--- src/rtl/bar_frame_ctrl.sv ---
// Frame-synchronous bar controller: synchronises the four buttons, queues one command,
// and applies it to the selected-bar index or to that bar's height only during vertical blanking.
module bar_frame_ctrl #(
  parameter int NUM_BARS = 3,
  parameter int H_W      = 10,
  parameter int H_MAX    = 600,
  parameter int H_INIT   = 100,
  parameter int STEP     = 32
) (
  input  logic                    clk,
  input  logic                    rst,
  input  logic                    incr,
  input  logic                    decr,
  input  logic                    mv_up,
  input  logic                    mv_down,
  input  logic                    vblank,
  output logic [1:0]              sel,
  output logic [NUM_BARS*H_W-1:0] height,
  output logic                    busy,
  output logic                    upd,
  output logic [7:0]              drop_cnt
);

  typedef enum logic [1:0] {IDLE, PEND, HOLD} state_t;
  typedef enum logic [1:0] {C_UP, C_DOWN, C_INCR, C_DECR} cmd_t;

  localparam logic [1:0]     LAST   = 2'(NUM_BARS - 1);
  localparam logic [H_W:0]   STEP_X = (H_W+1)'(STEP);
  localparam logic [H_W:0]   MAX_X  = (H_W+1)'(H_MAX);
  localparam logic [H_W-1:0] STEP_V = H_W'(STEP);
  localparam logic [H_W-1:0] MAX_V  = H_W'(H_MAX);
  localparam logic [H_W-1:0] INIT_V = H_W'(H_INIT);

  state_t     state, state_next;
  cmd_t       cmd, cmd_next;
  logic [3:0] btn, s1, s2, prev, rise;
  logic       multi, capture, apply, drop;

  // Button bits ordered by priority: bit 3 wins.
  assign btn   = {mv_up, mv_down, incr, decr};
  assign rise  = s2 & ~prev;
  assign multi = |(rise & (rise - 4'd1));

  always_ff @(posedge clk) begin
    if (rst) begin
      s1   <= '0;
      s2   <= '0;
      prev <= '0;
    end else begin
      s1   <= btn;
      s2   <= s1;
      prev <= s2;
    end
  end

  always_comb begin
    if (rise[3])      cmd_next = C_UP;
    else if (rise[2]) cmd_next = C_DOWN;
    else if (rise[1]) cmd_next = C_INCR;
    else              cmd_next = C_DECR;
  end

  always_comb begin
    state_next = state;
    capture    = 1'b0;
    apply      = 1'b0;
    drop       = 1'b0;
    unique case (state)
      IDLE: begin
        if (|rise) begin
          capture    = 1'b1;
          drop       = multi;
          state_next = PEND;
        end
      end
      PEND: begin
        drop = |rise;
        if (vblank) begin
          apply      = 1'b1;
          state_next = HOLD;
        end
      end
      HOLD: begin
        drop = |rise;
        if (!vblank) state_next = IDLE;
      end
      default: state_next = IDLE;
    endcase
  end

  // busy is registered from the next state so it lines up with the state register.
  always_ff @(posedge clk) begin
    if (rst) begin
      state <= IDLE;
      busy  <= 1'b0;
    end else begin
      state <= state_next;
      busy  <= (state_next != IDLE);
    end
  end

  always_ff @(posedge clk) begin
    if (rst) begin
      cmd      <= C_UP;
      sel      <= '0;
      upd      <= 1'b0;
      drop_cnt <= '0;
    end else begin
      upd <= apply;
      if (capture) cmd <= cmd_next;
      if (apply) begin
        case (cmd)
          C_UP:   sel <= (sel == LAST) ? 2'd0 : sel + 2'd1;
          C_DOWN: sel <= (sel == 2'd0) ? LAST : sel - 2'd1;
          default: ;
        endcase
      end
      if (drop && drop_cnt != 8'hFF) drop_cnt <= drop_cnt + 8'd1;
    end
  end

  // The sum is one bit wider than a height so a clamp to H_MAX never sees a wrapped value.
  for (genvar g = 0; g < NUM_BARS; g++) begin : g_bar
    logic [H_W-1:0] h, inc_v, dec_v;
    logic [H_W:0]   sum;

    assign sum   = {1'b0, h} + STEP_X;
    assign inc_v = (sum > MAX_X) ? MAX_V : sum[H_W-1:0];
    assign dec_v = (h < STEP_V) ? '0 : h - STEP_V;
    assign height[g*H_W +: H_W] = h;

    always_ff @(posedge clk) begin
      if (rst) begin
        h <= INIT_V;
      end else if (apply && sel == 2'(g)) begin
        if (cmd == C_INCR)      h <= inc_v;
        else if (cmd == C_DECR) h <= dec_v;
      end
    end
  end

endmodule

--- config.mk ---
export PLATFORM = sky130hd
export DESIGN_NAME = bar_frame_ctrl
export DESIGN_NICKNAME = d
export VERILOG_FILES = /design/src/rtl/bar_frame_ctrl.sv
export SDC_FILE = /design/constraint.sdc
export NUM_CORES = 1
export LEC_CHECK = 0
export ABC_AREA = 1
export CORE_MARGIN = 3
export CORE_UTILIZATION = 50
export DETAILED_ROUTE_END_ITERATION = 10
export GPL_TIMING_DRIVEN = 1
export MAX_ROUTING_LAYER = met4
export PLACE_DENSITY_LB_ADDON = 0.12
export SYNTH_ARGS = -nofsm -noshare
export SYNTH_HDL_FRONTEND = slang
export SYNTH_SLANG_ARGS = --single-unit
--- constraint.sdc ---
create_clock -name clk -period 1.7 [get_ports clk]
set_input_delay 0.34 -clock clk [delete_from_list [all_inputs] [get_ports clk]]
set_output_delay 0.34 -clock clk [all_outputs]
set_load 0.005 [all_outputs]
# Word level (Yosys, flattened, before mapping)
# Cells that the tools add are included.
[totals] ff_bits=58 wordCells=84 out_inout_bits=42
[op_classes] muxes=28 n_eq_ne=8 reduce_logical=17 order_cmp=6 n_bitwise=3 add_sub_neg=10
[op_table] cell="two-way mux 10 bit" n=12
[op_table] cell="adder 10 x 6 -> 11 bit, second input constant" n=3
[op_table] cell="greater-than comparator 11 x 10 -> 1 bit, second input constant" n=3
[op_table] cell="less-than comparator 10 x 6 -> 1 bit, second input constant" n=3
[op_table] cell="subtractor 10 x 6 -> 10 bit, second input constant" n=3
[op_table] cell="two-way mux 2 bit" n=7
[op_table] cell="adder 8 x 1 -> 8 bit, second input constant" n=1
[op_table] cell="AND 4 bit" n=2
[op_table] cell="equality test 2 bit, second input constant" n=4
[op_table] cell="inequality test 8 bit, second input constant" n=1
[op_table] cell="AND reduction 2 bit" n=4
[op_table] cell="OR reduction 4 bit" n=2
[op_table] cell="equality test 2 x 1 -> 1 bit, second input constant" n=3
[op_table] cell="logical NOT 2 bit" n=3
[op_table] cell="two-way mux 1 bit" n=6
[op_table] cell="one-hot mux 2 bit (3 select lines)" n=1
[op_table] cell="nonzero test 2 bit" n=3
[op_table] cell="logical AND 1 bit" n=4
[op_table] cell="NOT 4 bit" n=1
[op_table] cell="one-hot mux 2 bit (2 select lines)" n=1
[op_table] cell="subtractor 4 x 1 -> 4 bit, second input constant" n=1
[op_table] cell="adder 2 x 1 -> 2 bit, second input constant" n=1
[op_table] cell="one-hot mux 1 bit (2 select lines)" n=1
[op_table] cell="OR reduction 2 bit" n=1
[op_table] cell="subtractor 2 x 1 -> 2 bit, second input constant" n=1

# Longest topological paths before layout
# Gate-level depths: netlist of the first run.
[logic_depth] word_depth=8 ltp_mapped=13 ltp_nobuf=13

# Worst setup path after synthesis of the first run
# No wires, ideal clock.
[synth_timing] path_type="reg2reg" from="register g_bar[0].h[5]" to="register g_bar[0].h[8]" synth_period_minus_slack_ps=1589 setup_time_ps=70 setup_slack_ps=111 path_stages_with_launch=12 required_time_ps=1630 arrival_ps=1520 n_path_buf=0 cell_sequence="dfxtp_1 inv_2 ha_1 nand2_1 inv_1 nand2_1 nand2_1 nand3_1 nand2_2 nand3_2 or2_0 a21oi_1"
[synth_via] elab_chain_len=4 elab_cells_between_ends=8
[synth_lines] element="from (decl)" line="124" source="logic [H_W-1:0] h, inc_v, dec_v;"
[synth_lines] element="from (signal assigned)" line="136" source="if (cmd == C_INCR) h <= inc_v;"
[synth_lines] element="from (signal assigned)" line="137" source="else if (cmd == C_DECR) h <= dec_v;"
[synth_lines] element="adder 10 x 6 -> 11 bit (tied with other cells)" line="127" source="assign sum = {1'b0, h} + STEP_X;"
[synth_lines] element="greater-than comparator 11 x 10 -> 1 bit / two-way mux 10 bit (equally long branches)" line="128, 129"
[synth_lines] element="two-way mux 10 bit, on equally long branches" line="128, 137"
[synth_lines] element="two-way mux 10 bit *" line="136"
# Mark *: on every way between the ends. The rest lies on a longest branch, timed or not. The select of a mux whose other input is x is not followed.
# A chain may end at the register's enable or synchronous reset.

# Worst setup path after layout of the first run
[layout_timing] from="register g_bar[1].h[8]" to="output port height[18]"
[layout_lines] element="from (decl)" line="124"
[layout_lines] element="from (signal assigned)" line="136"
[layout_lines] element="from (signal assigned)" line="137"
[layout_lines] element="to (decl)" line="18" source="output logic [NUM_BARS*H_W-1:0] height,"
# No word-level cell between the ends.

==> impl_metrics.toml, run 1 <==
[outcome]
outcome = "finished, final reports clean"

[critical_path]
slowest_delay_ps = 550
cp_max_fo = 6
worst_setup_path_end_kind = "primary output"
start_kind = "flip-flop"
crit_buf_inv = 1
worst-path-stages = 1
cp.required_ps = 1360
timing_worst_setup_path_type = "flip-flop to primary output"
crit_chain = "clkdlybuf4s50_1"
rrSetupSlack_ps = 80
arrival_ps = 1310
rr_worst_depth = 8
slowest_stage = "clkdlybuf4s50_1"
critical-path-top-delay-family = "buffers and inverters"

[die]
num_rows = 27
dieArea_sq_mm = 0.00685
die_w_um = 82.8
start_util_pct = 52.6
core_area_sq_mm = 0.00561
chipHeight_um = 82.8
ios = 49

[placed_design]
dpl.cell_count = 546
place_congestion = 0.901
place_ws_ps = -64.6
io_buffer_count = 42
dp_hpwl_um = 4880

[clock_tree]
cts_max_level = 2
insertion_delay_ps = 300
clock_sinks = 49
numCtsBuffers = 5
cts_root_buffer = "clkbuf_8"
clk_pin_slew_ps = 100
cts_max_path_buffers = 2
cts_tree = "done"

[synthesis]
synth_cell_types = 36
synthCells = 420
netlist_area_sq_mm = 0.00295
yosysTopAreaCellShare_pct = 33.3
synth_area_leader_cell = "dfxtp_1"
syn_avg_cell_area_sq_um = 7.02
yosysSeqAreaShare_pct = 33.3
ys_warn_count = 0
ys_ff_latch = 49
yosys-top-cells-area = "dfxtp_1, nand2_1, ha_1"

[timing]
slew_viol_final = 0
rsz0062_at_grt = "yes"
fin_crit_ps = 1650
hold_viol_final = 0
finalClockSkew_ps = 6.05
setup_viol = 0
max_freq_ghz = 0.607
post-route-period-util_pct = 97.0
finalWorstSetupSlack_ps = 51.3

[route]
drt_wl_total_um = 6350
drtAntennaViolNets = 0
dr_total_vias = 2748
via_per_inst = 4.93
wl_per_cell_um = 11.4
drc = 0
drt_iter0_drc = 90
drt_pre_antenna_iters = 4

[final_layout]
final_nets = 511
drive_above_1_share_pct = 16.1
instances_no_fill = 557
fill_cells = 520
syn_to_final_growth_pct = 27.1
diodes = 0

[pwr]
power_density_mw_per_mm2 = 611
vdd_drop_max_v = 0.000453
p_leak_uw = 0.00161

[run]
drv_cap = 0

[global_route]
grt_util_all_layers_pct = 19.7
grt_pass1_wl_um = 10300
antenna_found_initial = 0
overflow = 0
grt_max_degree = 24
grt_pass1_vias = 2481

[worst_hold_path]
hold_depth = 2
hold_path_class = "flip-flop to flip-flop"
-- through the flow --
step	hold slack, ps	total power, uW	cell area (sq um)	util [%]	setup TNS [ps]
6_report	409	2290	3750	66.8	0
5_1_grt	426	2410	3750	66.8	-117
4_1_cts	410	2310	3650	65.1	0
3_5_place_dp	396	1600	3550	63.3	-309
3_3_place_gp	389	1590	3550	63.3	-43.4
2_1_floorplan	388	1480	2970	-	0
-- power by group --
group	total, uW	leakage [uW]	switching (uW)	internal, uW
combinational	366	0.00116	213	152
clock	707	0.0000447	409	297
sequential	1210	0.000398	29.9	1190
total	2290	0.00161	653	1640
-- cell type report --
cell class                      instances  area [sq um]  area share (%)
Clock buffer                            5          68.8            1.84
Clock inverter                          3          25.0           0.668
Inverter                               66           248            6.61
Multi-Input combinational cell        292          1680            44.9
Sequential cell                        49           995            26.6
Tap cell                               72          90.1            2.40
Timing Repair Buffer                   70           637            17.0
-- final timing paths --
path,start,to
max,g_bar[1].h[8],height[18]
min,s1[1],s2[1]
max reg2reg,g_bar[1].h[6],g_bar[1].h[9]
min reg2reg,s1[1],s2[1]
-- repair_timing --
| item | 4_1_cts | 5_1_grt |
|---|---|---|
| setup endpoints to repair | 2 | 19 |
| pin swaps | 0 | 3 |
| resized for setup | 2 | 19 |
| cloned | 0 | 0 |
| hold buffers | 0 | 0 |
| setup buffers | 0 | 3 |
-- kinds of logic after synthesis --
group | share of synthesized area, %
AND/OR/NAND/NOR | 28.2
flip-flops | 33.3
buffers and inverters | 12.2
adder cells (fa/ha/maj) | 8.49
AO/OA/AOI/OAI | 11.8
XOR/XNOR | 5.90
other | 0.127
-- layout by cell type, fill, tap and decap left out, types with 2 or more instances in the layout --
cell type	Yosys	final
ha_1	20	16
nand3_1	35	33
nand2_1	86	86
nor2_4	3	3
o21ai_1	4	5
o21ai_0	17	16
ha_4	0	3
clkbuf_8	0	5
a31oi_1	4	4
nand2_2	2	2
xnor2_1	8	7
inv_2	9	10
dfxtp_2	0	8
or2_0	2	2
buf_4	9	27
dfxtp_1	49	40
inv_1	57	56
or2_1	3	3
nand3_2	3	5
conb_1	1	6
nor2_2	3	3
nand4_1	3	3
clkdlybuf4s50_1	0	41
xor2_1	10	10
a21oi_1	30	30
o21a_1	3	3
o211ai_1	3	3
nor2_1	39	39
-- state kept, by name, summed over array words and instances (netlist names), 2 cells and up --
signal    flops
cmd           2
drop_cnt      8
g_bar.h      21
prev          4
s1            4
s2            4
sel           2
state         2
-- synth_stat cells (all sizes together) --
library cell,instances
xor2,11
buf,14
conb,1
nor2,45
clkbuf,4
o211ai,3
xnor2,8
nand4,4
nand2,89
nand3b,1
a21oi,30
nand3,38
a211oi,1
dfxtp,49
o22ai,1
a31oi,4
or2,5
o21ai,22
o21a,3
ha,20
nor3,1
inv,66
-- layer usage --
layer  global-route usage [%]  wire [um]
met1                     23.2       2810
met5                        -          0
met2                     35.2       3230
met4                     5.72         66
met3                     2.59        246
(Power assumes the default switching activity.)
==> run 2: changes to the inputs <==
CAP_MARGIN = 10   (was default)
==> results of run 2 <==
No change in the layout: final DEF, timing and power equal those of run 1.
==> run 3: changes to the inputs <==
CORE_UTILIZATION = 52   (was 50)
==> impl_metrics.toml, run 3 (synthesized netlist as in run 1, its figures left out) <==
[pwr]
finalPower_uw = 2410
power_density_mw_per_mm2 = 651
p_leak_uw = 0.00159
vdd_drop_max_v = 0.000581

[final_layout]
final_nets = 505
top_regs = "g_bar.h (21), drop_cnt (8)"
syn_to_final_growth_pct = 25.4
drive_above_1_share_pct = 14.4
top_register = "g_bar.h"
largest_register_ffs = 21
final_cell_mix = "nand2_1, inv_1, dfxtp_1, clkdlybuf4s50_1, nor2_1"
final_common_cell = "nand2_1"
diodes = 0

[placed_design]
dp_hpwl_um = 4730
place_congestion = 0.916
place_ws_ps = -92.0
io_buffer_count = 42

[timing]
rsz0062_at_grt = "yes"
finalWorstSetupSlack_ps = 62.6
finalClockSkew_ps = 6.67
max_freq_ghz = 0.611
setup_viol = 0
post-route-period-util_pct = 96.3
hold_viol_final = 0
fin_crit_ps = 1640
slew_viol_final = 0

[route]
drc = 0
drt_iter0_drc = 162
dr_total_vias = 2706
drtAntennaViolNets = 0
wl_per_cell_um = 11.4
via_per_inst = 4.93
drt_pre_antenna_iters = 4
drt_wl_total_um = 6230

[die]
ios = 49
dieArea_sq_mm = 0.00661
start_util_pct = 55.6
die_w_um = 81.3
chipHeight_um = 81.3
core_area_sq_mm = 0.00530
num_rows = 26

[global_route]
met3_usage_pct = 3.33
overflow = 0
grt_util_all_layers_pct = 20.8
grt_pass1_vias = 2492
grt_max_degree = 22
globalRouteMet2Util_pct = 34.1
busiest_layer = "met2"
antenna_found_initial = 0
grt_pass1_wl_um = 10800
grt_use_met1_pct = 26.3

[outcome]
outcome = "finished, final reports clean"

[critical_path]
crit_buf_inv = 2
slowest_delay_ps = 510
start_kind = "flip-flop"
arrival_ps = 1300
slowest_stage = "clkdlybuf4s50_1"
crit_chain = "buf_4 > clkdlybuf4s50_1"
cp_max_fo = 6
cp.required_ps = 1360
critical-path-top-delay-family = "buffers and inverters"
worst_setup_path_end_kind = "primary output"
worst-path-stages = 2
rr_worst_depth = 10
timing_worst_setup_path_type = "flip-flop to primary output"

[clock_tree]
numCtsBuffers = 5
postCtsSetupRepairBufs = 0
postCtsHoldBufs = 0
cts_root_buffer = "clkbuf_8"
insertion_delay_ps = 300
clk_pin_slew_ps = 90
cts_tree = "done"
cts_max_level = 2
cts_max_path_buffers = 2
clock_sinks = 49

[run]
drv_cap = 0

[worst_hold_path]
hold_depth = 2
hold_path_class = "flip-flop to flip-flop"
==> run 3: metrics by stage <==
stage | setup TNS, ps | instance area [sq um] | cells | utilization [%] | hold slack, ps
2_1_floorplan | 0 | 2970 | 425 | - | 388
3_3_place_gp | -287 | 3530 | 541 | 66.5 | 390
3_5_place_dp | -485 | 3530 | 541 | 66.5 | 394
4_1_cts | 0 | 3640 | 549 | 68.7 | 408
5_1_grt | -49.7 | 3700 | 549 | 69.7 | 414
6_report | 0 | 3700 | 549 | 69.7 | 407
==> run 3: path summary, 6_finish.rpt <==
check	to	slack, ps	from
setup / recovery	height[26]	60	g_bar[2].h[6]
hold reg to reg	s2[0]	410	s1[0]
hold / removal	s2[0]	410	s1[0]
setup reg to reg	g_bar[0].h[6]	90	g_bar[0].h[5]
==> run 3: worst reg2reg max path, stage by stage, from the launching register on <==
cell	delay [ps]
dfxtp_2	340
buf_4	150
ha_1	210
xnor2_1	230
nand3_1	130
nand2_2	80
nand2_1	90
o21ai_1	130
nand2_1	60
nand2_1	50
nand2_1	50
==> run 3: area by class of cell <==
type                       instances  area [sq um]
clock buffer                       5          68.8
clock inverter                     3          46.3
fill                             443          1610
inverter                          66           248
multi-input combinational        292          1670
sequential                        49           991
tap                               70          87.6
timing repair buffer              64           588
==> run 3: power breakdown <==
group	leakage, uW	internal (uW)	switching [uW]
registers	0.000398	1190	30.3
clock network	0.0000543	440	392
logic	0.00114	148	212
total	0.00159	1770	634
==> run 3: layer usage <==
| layer | up-vias | part of all wire (%) |
|---|---|---|
| met2 | 56 | 48 |
| met5 | - | 0 |
| met1 | 1220 | 48 |
| met3 | 4 | 3.6 |
| li1 | 1426 | - |
| met4 | 0 | 0.59 |
==> run 3: timing repair <==
item / in CTS / in global routing
resized for setup: 2 / 13
endpoints found under the setup margin: 2 / 19
hold endpoints to repair: 0 / 0
